`config.mk`:
```
export PLATFORM = sky130hd
export DESIGN_NAME = bcd_seq_converter
export DESIGN_NICKNAME = d
export VERILOG_FILES = /design/src/rtl/bcd_seq_converter.sv
export SDC_FILE = /design/constraint.sdc
export NUM_CORES = 1
export LEC_CHECK = 0
export BUFFER_PORTS_ARGS = -buffer_cell sky130_fd_sc_hd__buf_2
export CORE_MARGIN = 3
export CORE_UTILIZATION = 45
export CTS_CLUSTER_DIAMETER = 60
export DETAILED_ROUTE_END_ITERATION = 10
export GPL_TIMING_DRIVEN = 1
export PLACE_DENSITY = 0.67
export SYNTH_ARGS = -nofsm -noshare
export SYNTH_HDL_FRONTEND = slang
export SYNTH_SLANG_ARGS = --single-unit
export TNS_END_PERCENT = 100
```
`constraint.sdc`:
```
create_clock -name clk -period 1.3 [get_ports clk]
set_input_delay 0.325 -clock clk [delete_from_list [all_inputs] [get_ports clk]]
set_output_delay 0.325 -clock clk [all_outputs]
set_load 0.02 [all_outputs]
```
`src/rtl/bcd_seq_converter.sv`:
```
// Sequential binary-to-BCD converter using shift-and-add-3 (double dabble).
// Uses a start/busy/done handshake and produces saturated digits plus a leading-zero mask.
module bcd_seq_converter #(
  parameter int unsigned BIN_W  = 20,
  parameter int unsigned DIGITS = 6
) (
  input  logic                  clk,
  input  logic                  reset,
  input  logic                  start,
  input  logic [BIN_W-1:0]      bin_in,
  output logic                  busy,
  output logic                  done,
  output logic [4*DIGITS-1:0]   bcd_out,
  output logic                  overflow,
  output logic [DIGITS-1:0]     blank
);

  localparam int unsigned       AccW     = 4 * DIGITS;
  localparam int unsigned       CntW     = $clog2(BIN_W + 1);
  localparam logic [CntW-1:0]   LastCnt  = CntW'(BIN_W - 1);
  localparam logic [DIGITS-1:0] BlankRst = ~DIGITS'(1);

  typedef enum logic [1:0] {StIdle, StShift, StDone} state_e;

  state_e            state_q;
  logic [BIN_W-1:0]  sr_q;
  logic [AccW-1:0]   acc_q;
  logic [CntW-1:0]   cnt_q;
  logic              ovf_q;

  logic [AccW-1:0]   acc_adj;
  logic [DIGITS-1:0] blank_calc;
  logic              zero_run;

  // Per-nibble add-3 correction; nibbles never carry into each other.
  always_comb begin
    acc_adj = acc_q;
    for (int i = 0; i < int'(DIGITS); i++) begin
      if (acc_q[4*i +: 4] >= 4'd5) begin
        acc_adj[4*i +: 4] = acc_q[4*i +: 4] + 4'd3;
      end
    end
  end

  // Digit i is blanked when it and every digit above it are zero; digit 0 always shows.
  always_comb begin
    blank_calc = '0;
    zero_run   = 1'b1;
    for (int i = int'(DIGITS) - 1; i >= 1; i--) begin
      zero_run      = zero_run & (acc_q[4*i +: 4] == 4'd0);
      blank_calc[i] = zero_run;
    end
  end

  always_ff @(posedge clk) begin
    if (reset) begin
      state_q  <= StIdle;
      busy     <= 1'b0;
      done     <= 1'b0;
      bcd_out  <= '0;
      overflow <= 1'b0;
      blank    <= BlankRst;
      sr_q     <= '0;
      acc_q    <= '0;
      cnt_q    <= '0;
      ovf_q    <= 1'b0;
    end else begin
      done <= 1'b0;
      unique case (state_q)
        StIdle: begin
          if (start) begin
            sr_q    <= bin_in;
            acc_q   <= '0;
            cnt_q   <= '0;
            ovf_q   <= 1'b0;
            busy    <= 1'b1;
            state_q <= StShift;
          end
        end
        StShift: begin
          acc_q <= {acc_adj[AccW-2:0], sr_q[BIN_W-1]};
          sr_q  <= sr_q << 1;
          // A bit leaving the top digit means the value no longer fits in DIGITS digits.
          ovf_q <= ovf_q | acc_adj[AccW-1];
          cnt_q <= cnt_q + 1'b1;
          if (cnt_q == LastCnt) begin
            state_q <= StDone;
          end
        end
        StDone: begin
          busy     <= 1'b0;
          done     <= 1'b1;
          overflow <= ovf_q;
          bcd_out  <= ovf_q ? {DIGITS{4'h9}} : acc_q;
          blank    <= ovf_q ? '0 : blank_calc;
          state_q  <= StIdle;
        end
        default: begin
          state_q <= StIdle;
        end
      endcase
    end
  end

endmodule

```
==> summary by stage <==
Route
After the first detailed-routing iteration, the DRC count stood at 161. The first TritonRoute pass finished after 4 iterations. In the routed layout, each cell is associated on average with a via count of 5.63.

After detailed routing, the total wire length is 10.4 mm. In this run the remaining antenna-violating nets after routing total 0. Dividing the detail-routed wire length by the instance count gives 15.4 um. For this run, design rule violations remaining after detail routing come to 0. Summing over every cut layer, the via total after detailed routing is 3808.

Place
In this run the tool buffered the top-level ports with 54 buffer cells. The congestion estimate from routability-driven global placement came to 0.802. The HPWL reported at the end of detailed placement is 6.75 mm. After detailed placement, the design holds a cell count of 652. In this run the cell area measured after placement is 4740 um^2.

Cells and area
The number of diodes is 0. At the end of the flow the core is filled with cells to 0.658. The filler cell count is 691. The share of final-layout standard cells stronger than drive strength 1 is 0.389. After routing the design area is 5460 um^2. The multi-input logic area is 2280 um^2.

The area growth from synthesis to final layout is 40.6%. The count of cells in the finished layout, fillers not included, comes to 676. The net count of the finished layout is 607. Registers take 1700 um^2.

Synthesis
The proportion of register bits with asynchronous set or reset after synthesis is 0. For this run, the register share of the synthesized area comes to 0.433. In this run, synthesis produced a sequential element count of 84. Counting every net in the synthesized netlist gives 497. Of the post-synthesis cell area, the dominant cell type holds 0.433. In the post-synthesis netlist, the biggest area contributors are dfxtp_1 (43%), ha_1 (5.8%), a21oi_1 (5.3%), o221ai_1 (4.3%), nor2_1 (4.3%). Of the total synthesized cell area, the portion taken by AND, OR, NAND and NOR gates is 0.205. The dominant combinational cell family by area after synthesis is compound AO/OA/AOI/OAI gates.

In this run the mean area of a mapped cell was 8.51 um^2. The area of the mapped netlist is 3880 um^2. By count the netlist is led by dfxtp_1 (84), nor2_1 (44), a21oi_1 (41), nand2_1 (41), inv_1 (26). The distinct cell type count of the synthesized netlist is 48. Synthesis produced a netlist whose cell count is 456. The number of flops mapped to enable cells by yosys is 0. Among all flip-flop cells after synthesis, the most frequent one is dfxtp_1. The library cell with the highest instance count after synthesis is dfxtp_1. The post-synthesis share of cell area spent on full adders, half adders and majority gates is 0.0580.

The area share of xor/xnor cells in the synthesized design is 0.00451. The area fraction in compound gates after synthesis is 0.229. The Yosys step of the flow raised 0 warnings. The mux share of post-synthesis cell area is 0.00258.

dfxtp_1 takes more of the synthesized area than any other cell.

STA
The worst-case setup margin in the final layout is -123 ps. The timing-limited maximum frequency is 703 MHz. In the finished design, the share of the clock period the worst path needs comes to 1.09. The minimum hold slack is 288 ps. Setup violations remaining at the end of the flow were counted as 50. The number of slew-limit violations in the final report is 0. The number of hold violations in the final report was 0. Between clock sinks in the finished design, the worst skew comes to 7.21 ps. Counting I/O delays and the setup requirement, the final critical path takes 1420 ps. Setup repair after global routing could not meet its margin everywhere.

Power and ir drop
IR analysis of the VDD net gives a maximum drop of 549 uV. The power density relative to cell area is 952 nW/um^2. In this run the static leakage power is 2.14 nW.

Worst setup path
The signal on the critical path passes through buf_4 > or3b_4 > buf_6 > o221ai_1 > nor2_1. The critical path runs through a total of 5 cells. Data on the critical path arrives at its endpoint at 1660 ps.

The critical path in this run is classified as flop to flop. The count of cells along the worst register-to-register path is 5. The largest fanout of any net on the critical path is 14. STA classifies the critical path endpoint as a flop. The required time reported for the critical path endpoint is 1540 ps. The buffering stage count on the worst path with inverters included is 2. The worst setup path is launched from a flop.

The delay of the slowest cell on the worst path is 400 ps. The family of cells with the greatest summed delay on the critical path is simple AND/OR/NAND/NOR gates. The library cell contributing the largest single delay on the critical path is or3b_4.

Global route
Entering global routing, the biggest net connects 40 pins. The total grt overflow is 0. The number of antenna violations at the first check in global routing is 0. The overall fraction of global-route tracks in use is 0.205. The via count of the first global-routing pass was 3638. The global-route wire length before repair is 16.7 mm.

Clocking
The clock latency on the worst-skew pair is 340 ps. The H-tree was split into 3 levels. The maximum clock path buffer count is 2. The TritonCTS clock tree is done. The clock net sink count is 84. The cell at the root of the clock tree is clkbuf_8. In this run, CTS created clock tree buffers numbering 9. After clock tree synthesis, the clock-pin slew on the worst setup and hold paths is 90 ps.

Floorplan
The die is 98.9 um wide. The floorplan step set the die height to 98.9 um. For this configuration, the core starts out at a cell density of 0.468. After floorplanning, the core was divided into 33 placement rows. The floorplan core area is 8300 um^2. Pin placement for this block handled 56 I/O pins. The die area is 9780 um^2.

Min path
The path class of the tightest hold or removal check is primary input to flop. Along the worst hold path, the cell count comes to 3.

Run status
The run finished, with violations left. The checks that failed: setup timing.

Run
The count of max-cap constraint violations is 0.
## routing by layer
metal	track usage	routed length, um	vias up	share of wire
li1	-	-	1865	-
met1	0.259	4510	1809	0.43
met2	0.357	5160	118	0.49
met3	0.0453	625	16	0.060
met4	0.0483	131	0	0.013
met5	0	0	-	0
## worst min-delay path: stages
cell and delay, ps:
buf_2 90, o221ai_2 90, nor2_1 90
## registers in the layout, indices dropped and copies added (netlist names)
signal    count
cnt_q         5
done          1
overflow      1
acc_q        24
busy          1
bcd_out      24
sr_q         20
blank         5
state_q       2
ovf_q         1
## metrics by stage
stage / setup TNS (ps) / total power [W] / setup slack (ps)
4_1_cts: -1920 / 0.00518 / -98.4
3_5_place_dp: -3490 / 0.00315 / -135
6_report: -2720 / 0.00519 / -123
5_1_grt: -6590 / 0.00540 / -185
3_3_place_gp: -2170 / 0.00313 / -75.8
2_1_floorplan: -23.2 / 0.00299 / -23.2
## kinds of logic after synthesis
family | Yosys count
and+or+nand+nor | 158
AOI/OAI and AO/OA | 132
DFF | 84
buffers and inverters | 60
adders and majority gates | 18
xor gates and xnor gates | 2
other | 1
muxes | 1
## worst paths after layout
kind,from,end,slack (ps)
worst min-delay path,bin_in[14],sr_q[14]$_SDFFE_PP0P_,290
worst max-delay path,state_q[0]$_SDFFE_PP0P_,sr_q[12]$_SDFFE_PP0P_,-120
worst min register to register,bcd_out[22]$_SDFFE_PP0P_,bcd_out[22]$_SDFFE_PP0P_,450
worst max register to register,state_q[0]$_SDFFE_PP0P_,sr_q[12]$_SDFFE_PP0P_,-120
## cell usage in the layout (no fill, tap or decap), drive strengths merged, types with 2 or more instances in the layout
cell type | synthesis | final
buf | 21 | 131
dfxtp | 84 | 84
nor2 | 44 | 44
nand2 | 41 | 41
a21oi | 41 | 41
inv | 26 | 26
nand3 | 24 | 24
o21ai | 23 | 23
o221ai | 19 | 19
ha | 18 | 18
o211ai | 14 | 14
or3 | 12 | 12
o2111ai | 12 | 12
clkbuf | 12 | 11
nor4b | 8 | 8
nor2b | 7 | 7
nand2b | 7 | 7
o21a | 6 | 6
or4 | 4 | 4
o41ai | 4 | 4
a32oi | 3 | 3
nor3 | 3 | 3
clkinv | 1 | 3
nor3b | 2 | 2
xnor2 | 2 | 2
a22oi | 2 | 2
bufinv | 0 | 2
clkinvlp | 0 | 2
## area by class of cell
cell class / instances / area share
tap: 105 / 0.0241
inverter: 27 / 0.0190
timing repair buffer: 132 / 0.186
sequential: 84 / 0.312
clock buffer: 10 / 0.0234
multi-input combinational: 312 / 0.419
clock inverter: 6 / 0.0163
## report_power, final
group / switching (W) / internal, W
combinational: 0.000266 / 0.000225
sequential: 0.0000423 / 0.00264
clock: 0.000941 / 0.00108
## timing repair
item	CTS	global route
pin swaps	10	15
setup endpoints to repair	66	76
resized for setup	44	53
setup buffers	2	4
hold buffers	0	0
cloned	1	1
(Power assumes the default switching activity.)
